**src/rtl/sram_bist_pkg.sv**
```systemverilog
// Shared types for the SRAM march-test engine: FSM state encoding, the march
// element operation descriptor and the read-latency ceiling.
// Optional feature macro used by this slice: SRAM_BIST_FAIL_ADDR_EN.
package sram_bist_pkg;

  localparam int unsigned READ_LATENCY_MAX = 3;

  typedef enum logic [2:0] {
    ST_IDLE,
    ST_M0,
    ST_M1,
    ST_M2,
    ST_M3,
    ST_DRAIN,
    ST_DONE
  } state_e;

  // One bus operation of a march element.
  // dir: 0 = ascending, 1 = descending; data_inv selects ~P instead of P.
  typedef struct packed {
    logic dir;
    logic read;
    logic write;
    logic data_inv;
  } march_op_t;

  // Operation issued in the current cycle. Two-op elements (M1, M2) read in
  // phase 0 and write in phase 1 of the same address.
  function automatic march_op_t march_op(state_e st, logic phase);
    march_op_t op;
    op = '0;
    case (st)
      ST_M0:   op = '{dir: 1'b0, read: 1'b0, write: 1'b1, data_inv: 1'b0};
      ST_M1:   op = phase ? '{dir: 1'b0, read: 1'b0, write: 1'b1, data_inv: 1'b1}
                          : '{dir: 1'b0, read: 1'b1, write: 1'b0, data_inv: 1'b0};
      ST_M2:   op = phase ? '{dir: 1'b1, read: 1'b0, write: 1'b1, data_inv: 1'b0}
                          : '{dir: 1'b1, read: 1'b1, write: 1'b0, data_inv: 1'b1};
      ST_M3:   op = '{dir: 1'b0, read: 1'b1, write: 1'b0, data_inv: 1'b0};
      default: op = '0;
    endcase
    return op;
  endfunction

endpackage

```
**src/rtl/sram_bist_cmp.sv**
```systemverilog
// Per-channel read-data comparator with a sticky mismatch flag.
// With SRAM_BIST_FAIL_ADDR_EN defined, the raw per-cycle mismatch is also
// exported so the top level can capture the first failing address.
module sram_bist_cmp
  import sram_bist_pkg::*;
#(
  parameter int unsigned DATA_WIDTH = 32
) (
  input  logic                  clk,
  input  logic                  resetn,
  input  logic                  clear_i,
  input  logic                  check_i,
  input  logic [DATA_WIDTH-1:0] expected_i,
  input  logic [DATA_WIDTH-1:0] dout_i,
`ifdef SRAM_BIST_FAIL_ADDR_EN
  output logic                  mismatch_o,
`endif
  output logic                  fail_o
);

  logic mismatch;
  logic fail_q, fail_d;

  // Compare only when the read pipe presents a valid word for this channel.
  always_comb begin
    mismatch = check_i && (dout_i != expected_i);
    fail_d   = fail_q;
    if (clear_i) begin
      fail_d = 1'b0;
    end else if (mismatch) begin
      fail_d = 1'b1;
    end
  end

  // Sticky fail flag, cleared only by an accepted start.
  always_ff @(posedge clk or negedge resetn) begin
    if (!resetn) begin
      fail_q <= 1'b0;
    end else begin
      fail_q <= fail_d;
    end
  end

  assign fail_o = fail_q;
`ifdef SRAM_BIST_FAIL_ADDR_EN
  assign mismatch_o = mismatch;
`endif

endmodule

```
**src/rtl/sram_bist_ctrl.sv**
```systemverilog
// March-test BIST engine for NUM_SRAMS macros sharing one address/data bus.
// Runs M0 w(P) up, M1 r(P)w(~P) up, M2 r(~P)w(P) down, M3 r(P) up, then
// drains the read-compare pipe. Optional first-fail address capture is
// enabled by defining SRAM_BIST_FAIL_ADDR_EN.
module sram_bist_ctrl
  import sram_bist_pkg::*;
#(
  parameter int unsigned NUM_SRAMS    = 12,
  parameter int unsigned ADDR_WIDTH   = 8,
  parameter int unsigned DATA_WIDTH   = 32,
  parameter int unsigned READ_LATENCY = 1
) (
  input  logic                            clk,
  input  logic                            resetn,
  input  logic                            start,
  input  logic [NUM_SRAMS-1:0]            chan_en,
  input  logic [DATA_WIDTH-1:0]           pattern,
  output logic [NUM_SRAMS-1:0]            sram_csb,
  output logic                            sram_web,
  output logic [ADDR_WIDTH-1:0]           sram_addr,
  output logic [DATA_WIDTH-1:0]           sram_din,
  input  logic [NUM_SRAMS*DATA_WIDTH-1:0] sram_dout,
  output logic                            busy,
  output logic                            done,
  output logic [NUM_SRAMS-1:0]            fail,
  output logic [ADDR_WIDTH-1:0]           fail_addr,
  output logic                            fail_valid
);

  localparam int unsigned RL = (READ_LATENCY < 1) ? 1 :
                               (READ_LATENCY > READ_LATENCY_MAX) ? READ_LATENCY_MAX :
                               READ_LATENCY;
  localparam logic [1:0] DRAIN_LAST = 2'(RL);

  state_e                  state_q, state_d;
  logic [ADDR_WIDTH-1:0]   addr_q, addr_d;
  logic                    phase_q, phase_d;
  logic [1:0]              drain_q, drain_d;
  logic [NUM_SRAMS-1:0]    chan_q, chan_d;
  logic [DATA_WIDTH-1:0]   pat_q, pat_d;
  logic                    busy_q, busy_d;
  logic                    done_q, done_d;

  march_op_t               op;
  logic                    in_march;
  logic                    accept;
  logic                    addr_last;
  logic [ADDR_WIDTH-1:0]   addr_step;
  logic [DATA_WIDTH-1:0]   op_data;

  logic [RL-1:0]           pv_q;
  logic [DATA_WIDTH-1:0]   pe_q [RL];

  // Decode the current march operation and the address walk it implies.
  always_comb begin
    op        = march_op(state_q, phase_q);
    in_march  = (state_q == ST_M0) || (state_q == ST_M1) ||
                (state_q == ST_M2) || (state_q == ST_M3);
    op_data   = op.data_inv ? ~pat_q : pat_q;
    addr_step = op.dir ? (addr_q - ADDR_WIDTH'(1)) : (addr_q + ADDR_WIDTH'(1));
    addr_last = op.dir ? (addr_q == '0) : (addr_q == '1);
    accept    = start && !busy_q && ((state_q == ST_IDLE) || (state_q == ST_DONE));
  end

  // busy/done are registered flags rather than state decodes: done rises one
  // cycle after DONE is entered, which also yields the one-cycle busy pulse
  // when no channel is enabled.
  always_comb begin
    state_d = state_q;
    addr_d  = addr_q;
    phase_d = phase_q;
    drain_d = drain_q;
    chan_d  = chan_q;
    pat_d   = pat_q;
    busy_d  = busy_q;
    done_d  = done_q;
    case (state_q)
      ST_IDLE, ST_DONE: begin
        if (busy_q) begin
          busy_d = 1'b0;
          done_d = 1'b1;
        end else if (accept) begin
          chan_d  = chan_en;
          pat_d   = pattern;
          busy_d  = 1'b1;
          done_d  = 1'b0;
          addr_d  = '0;
          phase_d = 1'b0;
          state_d = (chan_en == '0) ? ST_DONE : ST_M0;
        end
      end
      ST_M0: begin
        addr_d = addr_step;
        if (addr_last) begin
          state_d = ST_M1;
          addr_d  = '0;
        end
      end
      ST_M1: begin
        phase_d = ~phase_q;
        if (phase_q) begin
          addr_d = addr_step;
          if (addr_last) begin
            state_d = ST_M2;
            addr_d  = '1;
          end
        end
      end
      ST_M2: begin
        phase_d = ~phase_q;
        if (phase_q) begin
          addr_d = addr_step;
          if (addr_last) begin
            state_d = ST_M3;
            addr_d  = '0;
          end
        end
      end
      ST_M3: begin
        addr_d = addr_step;
        if (addr_last) begin
          state_d = ST_DRAIN;
          addr_d  = '0;
          drain_d = '0;
        end
      end
      ST_DRAIN: begin
        drain_d = drain_q + 2'd1;
        if (drain_q == DRAIN_LAST) begin
          state_d = ST_DONE;
        end
      end
      default: begin
        state_d = ST_IDLE;
      end
    endcase
  end

  // Control state register.
  always_ff @(posedge clk or negedge resetn) begin
    if (!resetn) begin
      state_q <= ST_IDLE;
      addr_q  <= '0;
      phase_q <= 1'b0;
      drain_q <= '0;
      chan_q  <= '0;
      pat_q   <= '0;
      busy_q  <= 1'b0;
      done_q  <= 1'b0;
    end else begin
      state_q <= state_d;
      addr_q  <= addr_d;
      phase_q <= phase_d;
      drain_q <= drain_d;
      chan_q  <= chan_d;
      pat_q   <= pat_d;
      busy_q  <= busy_d;
      done_q  <= done_d;
    end
  end

  // Drive the shared SRAM bus; idle whenever no march element is active.
  always_comb begin
    sram_csb = '1;
    sram_web = 1'b1;
    sram_din = '0;
    if (in_march) begin
      sram_csb = ~chan_q;
      if (op.write) begin
        sram_web = 1'b0;
        sram_din = op_data;
      end
    end
  end

  assign sram_addr = addr_q;
  assign busy      = busy_q;
  assign done      = done_q;

  // Read pipe: each issued read carries its expected word until dout is valid.
  always_ff @(posedge clk or negedge resetn) begin
    if (!resetn) begin
      pv_q <= '0;
      for (int unsigned j = 0; j < RL; j++) begin
        pe_q[j] <= '0;
      end
    end else begin
      pv_q[0] <= in_march && op.read;
      pe_q[0] <= op_data;
      for (int unsigned j = 1; j < RL; j++) begin
        pv_q[j] <= pv_q[j-1];
        pe_q[j] <= pe_q[j-1];
      end
    end
  end

`ifdef SRAM_BIST_FAIL_ADDR_EN
  logic [NUM_SRAMS-1:0]  mismatch;
  logic [ADDR_WIDTH-1:0] pa_q [RL];
  logic [ADDR_WIDTH-1:0] fa_q, fa_d;
  logic                  fv_q, fv_d;

  // Carry the read address alongside the expected word.
  always_ff @(posedge clk or negedge resetn) begin
    if (!resetn) begin
      for (int unsigned j = 0; j < RL; j++) begin
        pa_q[j] <= '0;
      end
    end else begin
      pa_q[0] <= addr_q;
      for (int unsigned j = 1; j < RL; j++) begin
        pa_q[j] <= pa_q[j-1];
      end
    end
  end

  // First mismatch of a run wins; later ones never overwrite it.
  always_comb begin
    fa_d = fa_q;
    fv_d = fv_q;
    if (accept) begin
      fa_d = '0;
      fv_d = 1'b0;
    end else if ((mismatch != '0) && !fv_q) begin
      fa_d = pa_q[RL-1];
      fv_d = 1'b1;
    end
  end

  // First-fail capture registers.
  always_ff @(posedge clk or negedge resetn) begin
    if (!resetn) begin
      fa_q <= '0;
      fv_q <= 1'b0;
    end else begin
      fa_q <= fa_d;
      fv_q <= fv_d;
    end
  end

  assign fail_addr  = fa_q;
  assign fail_valid = fv_q;
`else
  assign fail_addr  = '0;
  assign fail_valid = 1'b0;
`endif

  for (genvar i = 0; i < NUM_SRAMS; i++) begin : g_cmp
    sram_bist_cmp #(
      .DATA_WIDTH(DATA_WIDTH)
    ) u_cmp (
      .clk       (clk),
      .resetn    (resetn),
      .clear_i   (accept),
      .check_i   (pv_q[RL-1] && chan_q[i]),
      .expected_i(pe_q[RL-1]),
      .dout_i    (sram_dout[i*DATA_WIDTH +: DATA_WIDTH]),
`ifdef SRAM_BIST_FAIL_ADDR_EN
      .mismatch_o(mismatch[i]),
`endif
      .fail_o    (fail[i])
    );
  end

endmodule

```
**config.mk**
```make
export PLATFORM = sky130hd
export DESIGN_NAME = sram_bist_ctrl
export DESIGN_NICKNAME = d
export VERILOG_FILES = /design/src/rtl/sram_bist_pkg.sv /design/src/rtl/sram_bist_cmp.sv /design/src/rtl/sram_bist_ctrl.sv
export SDC_FILE = /design/constraint.sdc
export NUM_CORES = 1
export LEC_CHECK = 0
export ABC_AREA = 0
export CAP_MARGIN = 20
export CORE_AREA = 2 2 196 198
export DETAILED_ROUTE_END_ITERATION = 12
export DIE_AREA = 0 0 198 200
export HOLD_SLACK_MARGIN = 0.1
export MAX_ROUTING_LAYER = met4
export PLACE_DENSITY = 0.61
export SYNTH_ARGS = -nofsm -noshare
export SYNTH_HDL_FRONTEND = slang
export SYNTH_SLANG_ARGS = --single-unit
```
**constraint.sdc**
```tcl
create_clock -name clk -period 3.4 [get_ports clk]
set_clock_uncertainty 0.2 [all_clocks]
set_input_delay 0.85 -clock clk [delete_from_list [all_inputs] [get_ports clk]]
set_output_delay 0.85 -clock clk [all_outputs]
set_load 0.02 [all_outputs]
```
==> impl_metrics.csv, run 1 <==
group,metric,value,unit
logic_synthesis,yosysWarnings,0,
routing,drtAntennaViolNets,0,
floorplan,die_area,39600,sq um
run,maxCapViolations,0,
sta,hold_viol_final,0,
floorplan,io_pins,507,
logic_synthesis,synth_area,9470,sq um
placement,dpl.hpwl,43700,um
routing,drt-initial-drc-count,515,
setup_path,path_class,"flip-flop to output pin",
routing,drt_wl_total,53800,um
clock_tree,ctsHoldBuffers,0,
sta,drv_slew,0,
routing,remaining_drc_errors,0,
power_and_ir_drop,power.leakage,5.91,nW
logic_synthesis,synth-main-ff-cell,"dfrtp_1",
floorplan,coreArea,37400,sq um
logic_synthesis,synth_edf_count,0,
logic_synthesis,synthCells,982,
setup_path,slowest_delay,430,ps
min_path,hold_path_class,"input port to asynchronous set/reset pin",
logic_synthesis,synthArstFlopShare,100,%
clock_tree,clock_sinks,105,
clock_tree,clk_latency,370,ps
placement,dp.cells,1990,
clock_tree,path_clk_slew,80,ps
sta,rsz0062_at_grt,"false",
setup_path,critical_path.top_delay_family,"buffers and inverters",
floorplan,initial_utilization,25.3,%
clock_tree,cts_buffers,9,
grt,grt_pass1_wl,73500,um
grt,grt_usage,27.6,%
logic_synthesis,synth_seq_area_share,27.8,%
placement,place_area,15200,sq um
clock_tree,cts_max_path_buffers,2,
finish,mostFrequentLayoutCells,"clkdlybuf4s50_1, xnor2_1, dfrtp_1",
grt,grt_overflow,0,
setup_path,crit_chain,"xor2_1 -> nand2_2 -> buf_12 -> buf_4 -> xnor2_1 -> nor2b_1 -> clkdlybuf4s15_1",
sta,slew_headroom,34.9,%
floorplan,fp.dieW,198,um
setup_path,crit_fanout,28,
status,status,"finished, final reports clean",
power_and_ir_drop,ir_worst_vdd,469,uV
routing,viasPerCell,4.70,
floorplan,die_y,200,um
grt,antenna_found_initial,8,
clock_tree,cts.htree.levels,3,
finish,fillCellCount,3677,
setup_path,crit_arrival,2220,ps
routing,avgRoutedWirePerCell,26.7,um
finish,stdcell_area,15600,sq um
setup_path,timing.rr.start,"pe_q[28]$_DFF_PN0_",
sta,fin_crit_sh,96.2,%
placement,place_congestion,0.979,
finish,instances_no_fill,2015,
finish,fin_util,41.7,%
placement,io_buffers,497,
sta,period_needed,3270,ps
setup_path,critPathSlowestCell,"dfrtp_1",
power_and_ir_drop,power,0.0125,W
setup_path,timing.rr.end,"g_cmp[11].u_cmp.fail_o$_DFFE_PN0P_",
setup_path,rr_worst_depth,7,
floorplan,num_rows,71,
routing,vias,9475,
finish,final_nets,1929,
sta,tightestPinTransition,977,ps
sta,setup_viol,0,
setup_path,cp-start-kind,"flip-flop",
routing,dr.pass1.iters,5,
logic_synthesis,synth_area_per_cell,9.64,sq um
grt,grt_pass1_vias,10100,
finish,drive_above_1_share,10.4,%
placement,dp_slack,-36.6,ps
clock_tree,cts_tree,"built",
sta,fin_ws,128,ps
setup_path,crit_path_end_kind,"output pin",
power_and_ir_drop,power.density,799,nW/um^2
clock_tree,cts_root_buf,"clkbuf_16",
logic_synthesis,ys_types,58,
setup_path,reg2reg_slack,400,ps
finish,area_growth,64.7,%
finish,final_common_cell,"clkdlybuf4s50_1",
logic_synthesis,synth-seq-cells,105,
grt,grt_max_degree,57,
setup_path,critPathBufInv,3,
sta,max_freq,306,MHz
setup_path,crit_required,2350,ps
-- final cells by class --
cell class / instances / area, sq um / area share, %
multi-input cells: 802 / 6410 / 41.1
repair buffers: 565 / 5590 / 35.8
flip-flops and latches: 105 / 2630 / 16.9
well taps: 511 / 639 / 4.10
clock buffers: 9 / 225 / 1.44
clock inverters: 7 / 53.8 / 0.345
inverters: 7 / 26.3 / 0.169
diodes: 9 / 22.5 / 0.144
-- cell families after synthesis --
group                      after synthesis  synth area share [%]
adders and majority gates                9                  1.24
xor gates and xnor gates               424                  39.2
buffers and inverters                   83                  5.14
DFF                                    105                  27.8
and+or+nand+nor                        245                  15.1
other                                    1                0.0396
AOI/OAI and AO/OA                       68                  5.29
muxes                                   47                  6.16
-- cells in the mapped netlist, drive strengths merged (2+ instances only) --
cell,n,area (sq um)
a21oi,18,90.1
buf,70,438
clkbuf,6,22.5
dfrtp,105,2630
ha,7,87.6
inv,6,22.5
mux2,45,563
mux2i,2,20.0
nand2,42,160
nand3,6,30.0
nand4,99,619
nor2,15,58.8
nor2b,35,221
nor3,9,67.6
nor3b,3,27.5
nor4,28,175
o211ai,3,22.5
o21a,12,90.1
o21ai,14,96.3
o21bai,4,30.0
o22ai,3,18.8
o31ai,2,28.8
or2,2,12.5
or3,2,12.5
or4,2,22.5
xnor2,420,3680
xor2,4,35.0
-- through the flow --
step                TNS, ps  hold slack [ps]
finish                    0              265
floorplan                 0              250
detailed placement    -36.6              273
global placement      -15.8              264
CTS                       0              288
global route              0              298
-- power by group --
part           switching (W)  internal, W  leakage [nW]
Sequential           0.00138      0.00187          1.26
Clock               0.000549     0.000507         0.134
Combinational        0.00405      0.00410          4.52
Total                0.00598      0.00648          5.91
-- registers in the layout (all words and copies together) (netlist names) --
signal and flops:
pat_q 32, pe_q 32, phase_q 1, chan_q 12
sram_addr 8, done 1, state_q 3, drain_q 2
pv_q 1, g_cmp.u_cmp.fail_o 12, busy 1
-- repair_timing --
item / in CTS / in global routing
buffers inserted: 0 / 0
gates resized for setup: 9 / 33
setup endpoints to repair: 20 / 29
-- how the worst max path moves through the flow --
stage / depth (start not counted) / to / startpoint
2_1_floorplan: 6 / sram_din[22] / state_q[0]$_DFFE_PN0P_
3_3_place_gp: 7 / g_cmp[11].u_cmp.fail_o$_DFFE_PN0P_ / sram_dout[365]
3_5_place_dp: 7 / g_cmp[11].u_cmp.fail_o$_DFFE_PN0P_ / sram_dout[383]
4_1_cts: 6 / sram_din[29] / phase_q$_DFFE_PN0P_
5_1_grt: 7 / sram_din[18] / phase_q$_DFFE_PN0P_
6_report: 7 / sram_din[14] / phase_q$_DFFE_PN0P_
-- routing by layer --
metal | GRT usage (%) | wire [um] | vias up
li1 | - | - | 4338
met2 | 47.4 | 26600 | 463
met5 | - | 0 | -
met3 | 5.91 | 4090 | 75
met4 | 8.83 | 1460 | 0
met1 | 32.2 | 21700 | 4599
No activity file was read; power rests on OpenSTA's default activity.
==> run 2, diff against run 1 <==
CTS_CLUSTER_SIZE = 28   (was default)
==> results of run 2 <==
No change in the layout: final DEF, timing and power equal those of run 1.
==> run 3, diff against run 2 <==
CORE_AREA = 2 2 195 197   (was 2 2 196 198)
DIE_AREA = 0 0 197 199   (was 0 0 198 200)
SLEW_MARGIN = 10   (was default)
clock period = 3.9 ns   (was 3.4 ns; I/O delays follow)
==> impl_metrics.csv, run 3 (synthesis gave the netlist of run 1 again) <==
group,metric,value,unit
routing,met1_length,22200,um
sta,drv_slew,0,
grt,grt_overflow,0,
run,maxCapViolations,0,
grt,grt_pass1_vias,10100,
floorplan,fp.dieW,197,um
sta,max_freq,268,MHz
finish,area_growth,62.9,%
clock_tree,ctsHoldBuffers,0,
routing,vias,9404,
finish,final_nets,1920,
grt,grt_max_degree,52,
sta,tightestPinTransition,1220,ps
status,status,"finished, final reports clean",
finish,reg_top3,"pat_q x32, pe_q x32",
routing,drtAntennaViolNets,0,
sta,fin_ws,166,ps
power_and_ir_drop,power.leakage,5.39,nW
setup_path,rr_worst_depth,7,
floorplan,die_area,39200,sq um
finish,final_common_cell,"clkdlybuf4s50_1",
placement,dpl.hpwl,43900,um
clock_tree,path_clk_slew,80,ps
setup_path,path_class,"flip-flop to output pin",
finish,fin_util,41.5,%
sta,setup_viol,0,
setup_path,crit_required,2720,ps
setup_path,timing.rr.start,"pe_q[3]$_DFF_PN0_",
finish,drive_above_1_share,9.43,%
routing,wl_met2,26000,um
clock_tree,cts_tree,"built",
clock_tree,clock_sinks,105,
finish,instances_no_fill,1974,
setup_path,cp-startpoint,"state_q[0]$_DFFE_PN0P_",
clock_tree,cts.htree.levels,3,
floorplan,coreArea,37100,sq um
finish,fillCellCount,3673,
floorplan,io_pins,507,
sta,period_needed,3730,ps
floorplan,num_rows,71,
finish,mostFrequentLayoutCells,"clkdlybuf4s50_1, xnor2_1, dfrtp_1",
routing,remaining_drc_errors,0,
clock_tree,cts_root_buf,"clkbuf_16",
min_path,hold_path_class,"flip-flop to flip-flop",
placement,place_area,15100,sq um
placement,io_buffers,497,
finish,area.sequential,2630,sq um
placement,dp_slack,379,ps
setup_path,reg2reg_slack,680,ps
placement,dp.cells,1944,
clock_tree,postCtsSetupBuffers,0,
setup_path,timing.rr.end,"g_cmp[9].u_cmp.fail_o$_DFFE_PN0P_",
sta,fin_tns_setup,0,ps
sta,hold_viol_final,0,
sta,rsz0062_at_grt,"false",
finish,multi_input_area,6400,sq um
routing,drt-initial-drc-count,415,
power_and_ir_drop,ir_worst_vdd,496,uV
power_and_ir_drop,power.density,702,nW/um^2
setup_path,endpoint,"sram_din[14]",
grt,antenna_found_initial,16,
setup_path,cp-start-kind,"flip-flop",
clock_tree,clk_latency,360,ps
routing,drt_wl_total,53500,um
grt,grt_pass1_wl,72900,um
setup_path,crit_fanout,32,
setup_path,crit_arrival,2560,ps
finish,stdcell_area,15400,sq um
sta,fin_crit_sh,95.7,%
grt,grt_usage,27.7,%
clock_tree,cts_buffers,9,
clock_tree,cts_max_path_buffers,2,
floorplan,die_y,199,um
routing,routed.top_layer,"met4",
routing,dr.pass1.iters,4,
floorplan,initial_utilization,25.5,%
routing,viasPerCell,4.76,
routing,avgRoutedWirePerCell,27.1,um
min_path,hold_depth,1,
sta,slew_headroom,18.9,%
routing,dr_wl_met3,3710,um
placement,place_congestion,0.890,
setup_path,crit_path_end_kind,"output pin",
[run 3: changes by cell type in the layout (fill, tap and decap cells not counted), moves of 2 or more]
cell,delta
buf_4,-7
clkdlybuf4s50_1,+33
xnor2_2,-2
clkbuf_2,-2
dlymetal6s2s_1,-25
buf_12,-2
diode_2,+6
dlygate4sd2_1,-4
xnor2_1,+2
[run 3: cell type report]
cell class,count,share of cell area (%)
multi-input cells,802,41.5
repair buffers,556,35.3
flip-flops and latches,105,17.0
well taps,474,3.85
clock buffers,11,1.57
clock inverters,4,0.333
diodes,15,0.243
inverters,7,0.170
[run 3: repair_timing]
action	in CTS	in global routing
gates resized for setup	0	2
endpoints found under the setup margin	0	24
endpoints found under the hold margin	0	0
[run 3: power by group]
part | internal, W | total, W | switching (W)
clock | 0.000516 | 0.000981 | 0.000465
sequential | 0.00163 | 0.00291 | 0.00127
combinational | 0.00355 | 0.00694 | 0.00340
[run 3: how the worst min path moves through the flow]
stage,startpoint,endpoint,slack (ps)
after CTS,pat_q[13]$_DFFE_PN0P_,pe_q[13]$_DFF_PN0_,280
after detailed placement,pat_q[2]$_DFFE_PN0P_,pe_q[2]$_DFF_PN0_,270
after floorplan,drain_q[1]$_DFFE_PN0P_,drain_q[1]$_DFFE_PN0P_,250
after global routing,pat_q[13]$_DFFE_PN0P_,pe_q[13]$_DFF_PN0_,310
final,pat_q[8]$_DFFE_PN0P_,pe_q[8]$_DFF_PN0_,280
after global placement,drain_q[1]$_DFFE_PN0P_,drain_q[1]$_DFFE_PN0P_,270
[run 3: layer usage]
| layer | GRT usage (%) | vias to the layer above |
|---|---|---|
| met1 | 32.3 | 4604 |
| met2 | 46.6 | 390 |
| li1 | - | 4329 |
| met4 | 10.2 | 0 |
| met3 | 6.48 | 81 |
| met5 | - | - |
[run 3: worst max-delay path: stages (launching register included)]
cell and delay, ps:
dfrtp_1 470, xor2_1 200, nand2_2 80, buf_6 340
xnor2_1 190, nor2b_1 200, clkdlybuf4s50_1 630
[run 3: through the flow]
stage | hold WS, ps | power (W)
6_report | 285 | 0.0108
5_1_grt | 311 | 0.0114
4_1_cts | 283 | 0.0109
3_5_place_dp | 270 | 0.00985
3_3_place_gp | 265 | 0.00978
2_1_floorplan | 250 | 0.00689
